File: src/rtl/opcode_sequencer.sv
// Program-store sequencer that issues registered opcode/execute pairs to the core array.
// HALT, SETLOOP and LOOP are consumed here and are never broadcast to the cores.
module opcode_sequencer #(
  parameter int PROG_DEPTH = 32,
  parameter int ADDR_WIDTH = $clog2(PROG_DEPTH)
) (
  input  logic                  clk,
  input  logic                  rst_n,
  input  logic                  prog_we,
  input  logic [ADDR_WIDTH-1:0] prog_addr,
  input  logic [15:0]           prog_wdata,
  input  logic                  start,
  input  logic                  stall,
  output logic [15:0]           opcode,
  output logic                  execute,
  output logic                  busy,
  output logic                  done,
  output logic [ADDR_WIDTH-1:0] pc
);

  localparam logic [15:0]           HALT_WORD = 16'hC010;
  localparam logic [ADDR_WIDTH-1:0] LAST_PC   = ADDR_WIDTH'(PROG_DEPTH - 1);

  localparam logic [3:0] OP_HALT    = 4'h1;
  localparam logic [3:0] OP_SETLOOP = 4'h2;
  localparam logic [3:0] OP_LOOP    = 4'h3;

  // S_END is the implicit HALT that follows an instruction at the last address.
  typedef enum logic [1:0] {
    S_IDLE,
    S_RUN,
    S_END
  } state_t;

  state_t                  state, state_n;
  logic [ADDR_WIDTH-1:0]   pc_n;
  logic [4:0]              loop_cnt, loop_cnt_n;
  logic [15:0]             opcode_n;
  logic                    execute_n, busy_n, done_n;
  logic [15:0]             mem [PROG_DEPTH];
  logic [15:0]             instr;
  logic                    is_seq;
  logic [ADDR_WIDTH-1:0]   target;
  logic                    do_adv, do_halt;

  assign instr  = mem[pc];
  assign is_seq = (instr[15:14] == 2'b11) && !instr[8];
  assign target = instr[9 +: ADDR_WIDTH];

  // NOTE: the store has to come out of reset full of HALT, so the array sits
  // on the async reset like any other register instead of being left undefined.
  always_ff @(posedge clk or negedge rst_n) begin
    if (!rst_n) begin
      for (int i = 0; i < PROG_DEPTH; i++) mem[i] <= HALT_WORD;
    end else if (prog_we && state == S_IDLE) begin
      mem[prog_addr] <= prog_wdata;
    end
  end

  always_comb begin
    // NOTE: every output of this block gets a default first, so no path
    // through the case leaves one unassigned and infers a latch.
    state_n    = state;
    pc_n       = pc;
    loop_cnt_n = loop_cnt;
    opcode_n   = opcode;
    execute_n  = 1'b0;
    busy_n     = busy;
    done_n     = 1'b0;
    do_adv     = 1'b0;
    do_halt    = 1'b0;

    case (state)
      S_IDLE: begin
        if (start) begin
          state_n = S_RUN;
          pc_n    = '0;
          busy_n  = 1'b1;
        end
      end
      S_RUN: begin
        if (!stall) begin
          if (is_seq && instr[7:4] == OP_HALT) begin
            do_halt = 1'b1;
          end else if (is_seq && instr[7:4] == OP_SETLOOP) begin
            loop_cnt_n = instr[13:9];
            do_adv     = 1'b1;
          end else if (is_seq && instr[7:4] == OP_LOOP) begin
            if (loop_cnt != '0) begin
              loop_cnt_n = loop_cnt - 5'd1;
              pc_n       = target;
            end else begin
              do_adv = 1'b1;
            end
          end else begin
            opcode_n  = instr;
            execute_n = 1'b1;
            do_adv    = 1'b1;
          end
        end
      end
      S_END: begin
        if (!stall) do_halt = 1'b1;
      end
      default: state_n = S_IDLE;
    endcase

    // Stepping past the last address parks in S_END rather than wrapping to 0.
    if (do_adv) begin
      if (pc == LAST_PC) state_n = S_END;
      else               pc_n    = pc + 1'b1;
    end

    if (do_halt) begin
      state_n = S_IDLE;
      pc_n    = '0;
      busy_n  = 1'b0;
      done_n  = 1'b1;
    end
  end

  // NOTE: registered state is updated with non-blocking assignments only, so
  // every flop samples the pre-edge values regardless of statement order.
  always_ff @(posedge clk or negedge rst_n) begin
    if (!rst_n) begin
      state    <= S_IDLE;
      pc       <= '0;
      loop_cnt <= '0;
      opcode   <= '0;
      execute  <= 1'b0;
      busy     <= 1'b0;
      done     <= 1'b0;
    end else begin
      state    <= state_n;
      pc       <= pc_n;
      loop_cnt <= loop_cnt_n;
      opcode   <= opcode_n;
      execute  <= execute_n;
      busy     <= busy_n;
      done     <= done_n;
    end
  end

endmodule

File: config.mk
export PLATFORM = sky130hd
export DESIGN_NAME = opcode_sequencer
export DESIGN_NICKNAME = d
export VERILOG_FILES = /design/src/rtl/opcode_sequencer.sv
export SDC_FILE = /design/constraint.sdc
export NUM_CORES = 1
export LEC_CHECK = 0
export CAP_MARGIN = 20
export CORE_ASPECT_RATIO = 0.75
export CORE_MARGIN = 2
export CORE_UTILIZATION = 30
export CTS_CLUSTER_SIZE = 40
export DETAILED_ROUTE_END_ITERATION = 12
export GPL_TIMING_DRIVEN = 0
export SETUP_SLACK_MARGIN = 0.2
export SLEW_MARGIN = 5
export SYNTH_ARGS = -nofsm -noshare
export SYNTH_HDL_FRONTEND = slang
export SYNTH_SLANG_ARGS = --single-unit
File: constraint.sdc
create_clock -name clk -period 2.87 [get_ports clk]
set_clock_uncertainty 0.2 [all_clocks]
set_input_delay 0.7175 -clock clk [delete_from_list [all_inputs] [get_ports clk]]
set_output_delay 0.7175 -clock clk [all_outputs]
set_load 0.02 [all_outputs]
* Word-level counts from Yosys, hierarchy flattened *
Cells that the tools add are included.
Widths: inputs -> output; s select.

operators by class
  add/subtract/negate cells = 2
  multipliers = 0
  div/mod/pow operators = 0
  $lt $le $gt $ge = 3
  eq/ne operators = 7
  shift operators = 0
  muxes and demuxes = 43
  bitwise gates (word level) = 6
  reductions and logical operators = 17

operators with widths
  cell                 number
  $bwmux 512           1
  $bmux 16 s5          1
  $demux 16 s5         1
  $mux 5               12
  $mux 16              3
  $mux 1               18
  $ge 6x6->1 const B   2
  $not 5->6            2
  $pmux 5 s2           1
  $reduce_and 5->1     2
  $eq 4x2->1 const B   2
  $mux 2               4
  $reduce_bool 2->1    4
  $logic_and 1x1->1    6
  $lt 6x1->1 const B   1
  $add 5x1->5 const B  1
  $eq 5x5->1 const B   1
  $reduce_bool 5->1    1
  $sub 5x1->5 const B  1
  $eq 2x2->1 const B   2
  $eq 4x1->1 const B   1
  $not 1->1            4
  $pmux 2 s2           1
  $eq 2x1->1 const B   1
  5 further kinds      5

storage, ports and cells
  flip-flop bits (word level) = 543
  latch bits = 0
  RAM bits = 0
  memory bits (read-only) = 0
  input port bits = 26
  output and inout bits = 24
  logic and storage cells = 117
  memories = 0

* Depth between registers and ports, before layout *
  depth in word-level cells = 15
  depth in mapped cells = 15
  depth with buffers taken out = 9

* Least setup slack after synthesis *
Ideal clock, no wire load.

  path type = reg-to-reg
  start point = reg pc[0]
  end point = reg opcode[11]
  library setup time = 125 ps
  data arrival time = 2973 ps
  data required time = 2545 ps
  setup slack = -428 ps
  cell stages (with the launch flop) = 10
  path buffers = 5
  clock period less this slack = 3298 ps
  path through = dfrtp_1 buf_4 buf_6 buf_6 buf_6 buf_2 mux4_2 mux4_2 mux2_2 mux2_2

on the way
  cells in the longest elaborated chain, start to end = 9
  elaborated cells between the ends (all ways) = 17
  classes of those cells = eq/ne (4); mux (3); bitwise (4); reduce/logical (6)

RTL lines
  what                                                  line        text
  start, declared                                       18          output logic [ADDR_WIDTH-1:0] pc
  start signal, assigned                                135         pc <= pc_n;
  $not 5->6 (implied by the code) (*)                   46          assign instr = mem[pc];
  $bmux 16 s5 (*)                                       46
  $mux 16 (implied by the code) (*) (2 in a row)        46
  $eq 2x2->1 / $logic_not 1->1 (equally long branches)  47          assign is_seq = (instr[15:14] == 2'b11) && !instr[8];
  $logic_and 1x1->1                                     47
  $logic_and 1x1->1 (on tied branches)                  88, 83, 85
  $not 1->1 (no line)                                   --
  $reduce_and 5->1 (no line)                            --
  end signal, assigned                                  137         opcode <= opcode_n;
  end, declared                                         14          output logic [15:0] opcode,

Every way passes the cells marked *; elsewhere a longest branch is shown, timed or not. The select of a mux whose other input is x is not followed.
A chain may end at the register's enable or synchronous reset.

* Final worst setup path *
  start point = reg pc[0]
  end point = reg loop_cnt[0]

on the way
  cells in the longest elaborated chain, start to end = 9
  elaborated cells between the ends (all ways) = 18
  classes of those cells = eq/ne (4); mux (4); bitwise (2); reduce/logical (8)

RTL lines
  what                                                             line        text
  $not 5->6 (implied by the code) (*)                              46
  $bmux 16 s5 (*)                                                  46
  $mux 16 (implied by the code) (*) (2 in a row)                   46
  $eq 2x2->1 / $logic_not 1->1 (equally long branches)             47
  $logic_and 1x1->1                                                47
  $logic_and 1x1->1 (on tied branches)                             85, 83, 88
  $reduce_bool 2->1 (no line) / $not 1->1 (equally long branches)  --
  $reduce_and 5->1 (no line)                                       --
  end signal, assigned                                             136         loop_cnt <= loop_cnt_n;
  end, declared                                                    37          logic [4:0] loop_cnt, loop_cnt_n;

Marked as above.

==> results_dict.tcl <==
set metrics [dict create \
    status "complete, but fails checks" \
    violations "setup timing" \
    p_int_mw 19.3 \
    synth_nets 1718 \
    die-area_um2 86200 \
    grt_first_pass_wirelength_mm 113 \
    timing.fmax_mhz 294 \
    final_core_util 0.383 \
    yosys-top-cells-count "mux2_2, dfrtp_1, clkbuf_1" \
    synthToLayoutAreaGrowth_pct 25.9 \
    p_comb_frac 0.381 \
    avgRoutedWirePerCell_um 25.5 \
    post-route-min-period_ns 3.40 \
    period_share 1.18 \
    worstPathRequired_ns 3.20 \
    cp_slowest_cell "mux4_2" \
    routabilityCongestion 0.808 \
    min_path_type "reg -> reg" \
    rsz0062_at_grt "yes" \
    cts_buffers 55 \
    async_reset_ff_frac 1.00 \
    setup_viol 31 \
    pwr_density_cell_nw_per_um2 904 \
    vdd_drop_max_v 0.000529 \
    grt_usage 0.177 \
    die_y_um 255 \
    worstMarginPinSlew_ns 1.13 \
    drc 0 \
    cts_root_buf "clkbuf_16" \
    grt_pass1_vias 16700 \
    htreeDepth 2 \
    sw_frac_of_total 0.326 \
    post_dp_cell_area_um2 27600 \
    row_count 91 \
    path_cells "buf_12 -> buf_6 -> mux4_2 -> mux2i_4 -> o21ai_1 -> nor2_4 -> nor2_4 -> or4b_4 -> or3_1 -> o211ai_1" \
    cts_tree "done" \
    start_kind "flop" \
    ys_seq_elements 543 \
    wirelength_mm 78.4 \
    p_leak_nw 14.4 \
    initial_utilization 0.304 \
    viasPerCell 5.20 \
    setup_ws_ns -0.530 \
    antenna_found_initial 3 \
    ys_seq_area_frac 0.545 \
    multi_input_area_um2 11400 \
    port_buffers 46 \
    cts.path.max_buffers 3 \
    detail-route-antenna-nets 0 \
    synth_edf_count 0 \
    p_switching_mw 9.33 \
    maxSlewHeadroom 0.244 \
    avgSynthCellArea_um2 14.9 \
    clock_sink_count 543 \
    nets 1941 \
    power_frac_seq 0.359 \
    hpwl_mm 51.5 \
    die_w_um 338 \
    path_clk_slew_ns 0.06 \
    cp_max_fo 10 \
    dr.pass1.iters 5 \
    num_vias 16000 \
    final-seq-area_um2 13700 \
    grt_max_degree 125 \
    coreArea_um2 82700 \
    cp-end-kind "flop" \
    syn_inst 1684 \
    stdcell_area_um2 31700 \
    syn_area_um2 25200 \
    slowest_delay_ns 0.57 \
    criticalPathCategory "reg -> reg" \
    yosys.cell_count.top_type "mux2_2" \
    synthTopCellsByArea "dfrtp_1, mux2_2, dfstp_2" \
    hold_viol 0 \
    synth.largest_area_cell "dfrtp_1" \
    worstPathArrival_ns 3.73 \
    maxCapViolCount 0 \
    p_clk_frac 0.260 \
    drv_slew 0 \
    synth_cell_types 53 \
    clock_latency_ns 0.62 \
    drive_gt1_frac 0.579 \
    yosys.area.top_type_share 0.444 \
    io_pins 50 \
    grt-ovfl-total 0 \
    ys.flop_type "dfrtp_1" \
    fillers 7664 \
    drt_iter0_markers 1200 \
    tns_ns -11.30 \
    yosysWarnings 0 \
    cpMostUsedCell "nor2_4" \
]
==> what timing repair did <==
| action | in CTS | in global routing |
|---|---|---|
| pin swaps | 22 | 31 |
| endpoints found under the hold margin | 70 | 0 |
| gates resized for setup | 248 | 129 |
| setup endpoints to repair | 475 | 399 |
| gates cloned | 2 | 10 |
| hold buffers | 1 | 0 |
| buffers inserted | 58 | 24 |
==> cell usage in the layout, fill, tap and decap left out, types with 20 or more instances in the layout <==
cell type        instances
mux2_2                 518
dfrtp_1                443
mux4_2                 100
dfstp_2                 96
mux2i_1                 94
buf_4                   73
clkbuf_16               68
clkbuf_1                66
clkdlybuf4s50_1         39
a22oi_1                 38
buf_8                   29
nand3_1                 26
buf_12                  25
clkbuf_8                24
buf_6                   23
nor2_4                  23
nand2_2                 21
nand2_1                 20
==> area by class of cell <==
class                      count  area share
clock inverter                16     0.00502
buffer                       144      0.0424
tap                         1116      0.0441
sequential                   543       0.433
timing repair buffer         166      0.0607
antenna                        1   0.0000790
inverter                      10     0.00134
multi-input combinational    987       0.359
clock buffer                  88      0.0541
==> sequential cells by signal, summed over array words and instances, names as in the netlist <==
name	cells
pc	5
opcode	16
busy	1
done	1
mem	512
execute	1
loop_cnt	5
state	2
==> worst paths after layout <==
path,from,end,cells past startpoint,slack (ns)
setup / recovery,pc[0]$_DFF_PN0_,loop_cnt[0]$_DFFE_PN0P_,10,-0.53
hold / removal,mem[80]$_DFFE_PN0P_,mem[80]$_DFFE_PN0P_,1,0.30
setup reg to reg,pc[0]$_DFF_PN0_,loop_cnt[0]$_DFFE_PN0P_,10,-0.53
hold reg to reg,mem[80]$_DFFE_PN0P_,mem[80]$_DFFE_PN0P_,1,0.30
max in group asynchronous,rst_n,mem[118]$_DFFE_PN0P_,4,0.56
min in group asynchronous,rst_n,state[0]$_DFF_PN0_,2,0.46
==> cells by family after synthesis <==
| group | share of synthesized area |
|---|---|
| adders and majority gates | 0.00398 |
| DFF | 0.545 |
| AOI/OAI and AO/OA | 0.0245 |
| muxes | 0.366 |
| buffers and inverters | 0.0279 |
| and+or+nand+nor | 0.0326 |
==> power groups by stage <==
stage	Combinational, mW	Sequential (mW)	Clock (mW)
floorplan	5.77	10.2	0
global placement	8.42	10.3	0
detailed placement	8.63	10.4	0
CTS	10.1	10.2	7.58
global route	11.5	10.5	7.89
finish	10.9	10.3	7.46
==> layer usage <==
layer	wire length, µm	share of wire	vias up	global-route usage
met5	0	0	-	0
met4	1590	0.020	0	0.0438
met3	5830	0.074	106	0.0403
met2	35900	0.46	473	0.280
met1	35000	0.45	8716	0.247
li1	-	-	6687	-
==> worst max-delay path, delay by kind of cell (launching register included) <==
family,cells,cell delay [ns]
compound gates,2,0.24
buf+inv,2,0.38
flops,1,0.41
mux,2,0.79
simple gates,4,1.27
==> stage by stage <==
| step | setup WS [ns] | power [mW] | cells | hold WS [ns] |
|---|---|---|---|---|
| 4_1_cts | -0.495 | 27.9 | 3036 | 0.294 |
| 3_3_place_gp | -23.95 | 18.7 | 2846 | 0.276 |
| 2_1_floorplan | -0.231 | 16.0 | 1684 | 0.222 |
| 3_5_place_dp | -1.48 | 19.0 | 2871 | 0.276 |
| 6_report | -0.530 | 28.6 | 3071 | 0.303 |
| 5_1_grt | -0.640 | 29.8 | 3070 | 0.314 |
No activity file was read; power rests on OpenSTA's default activity.
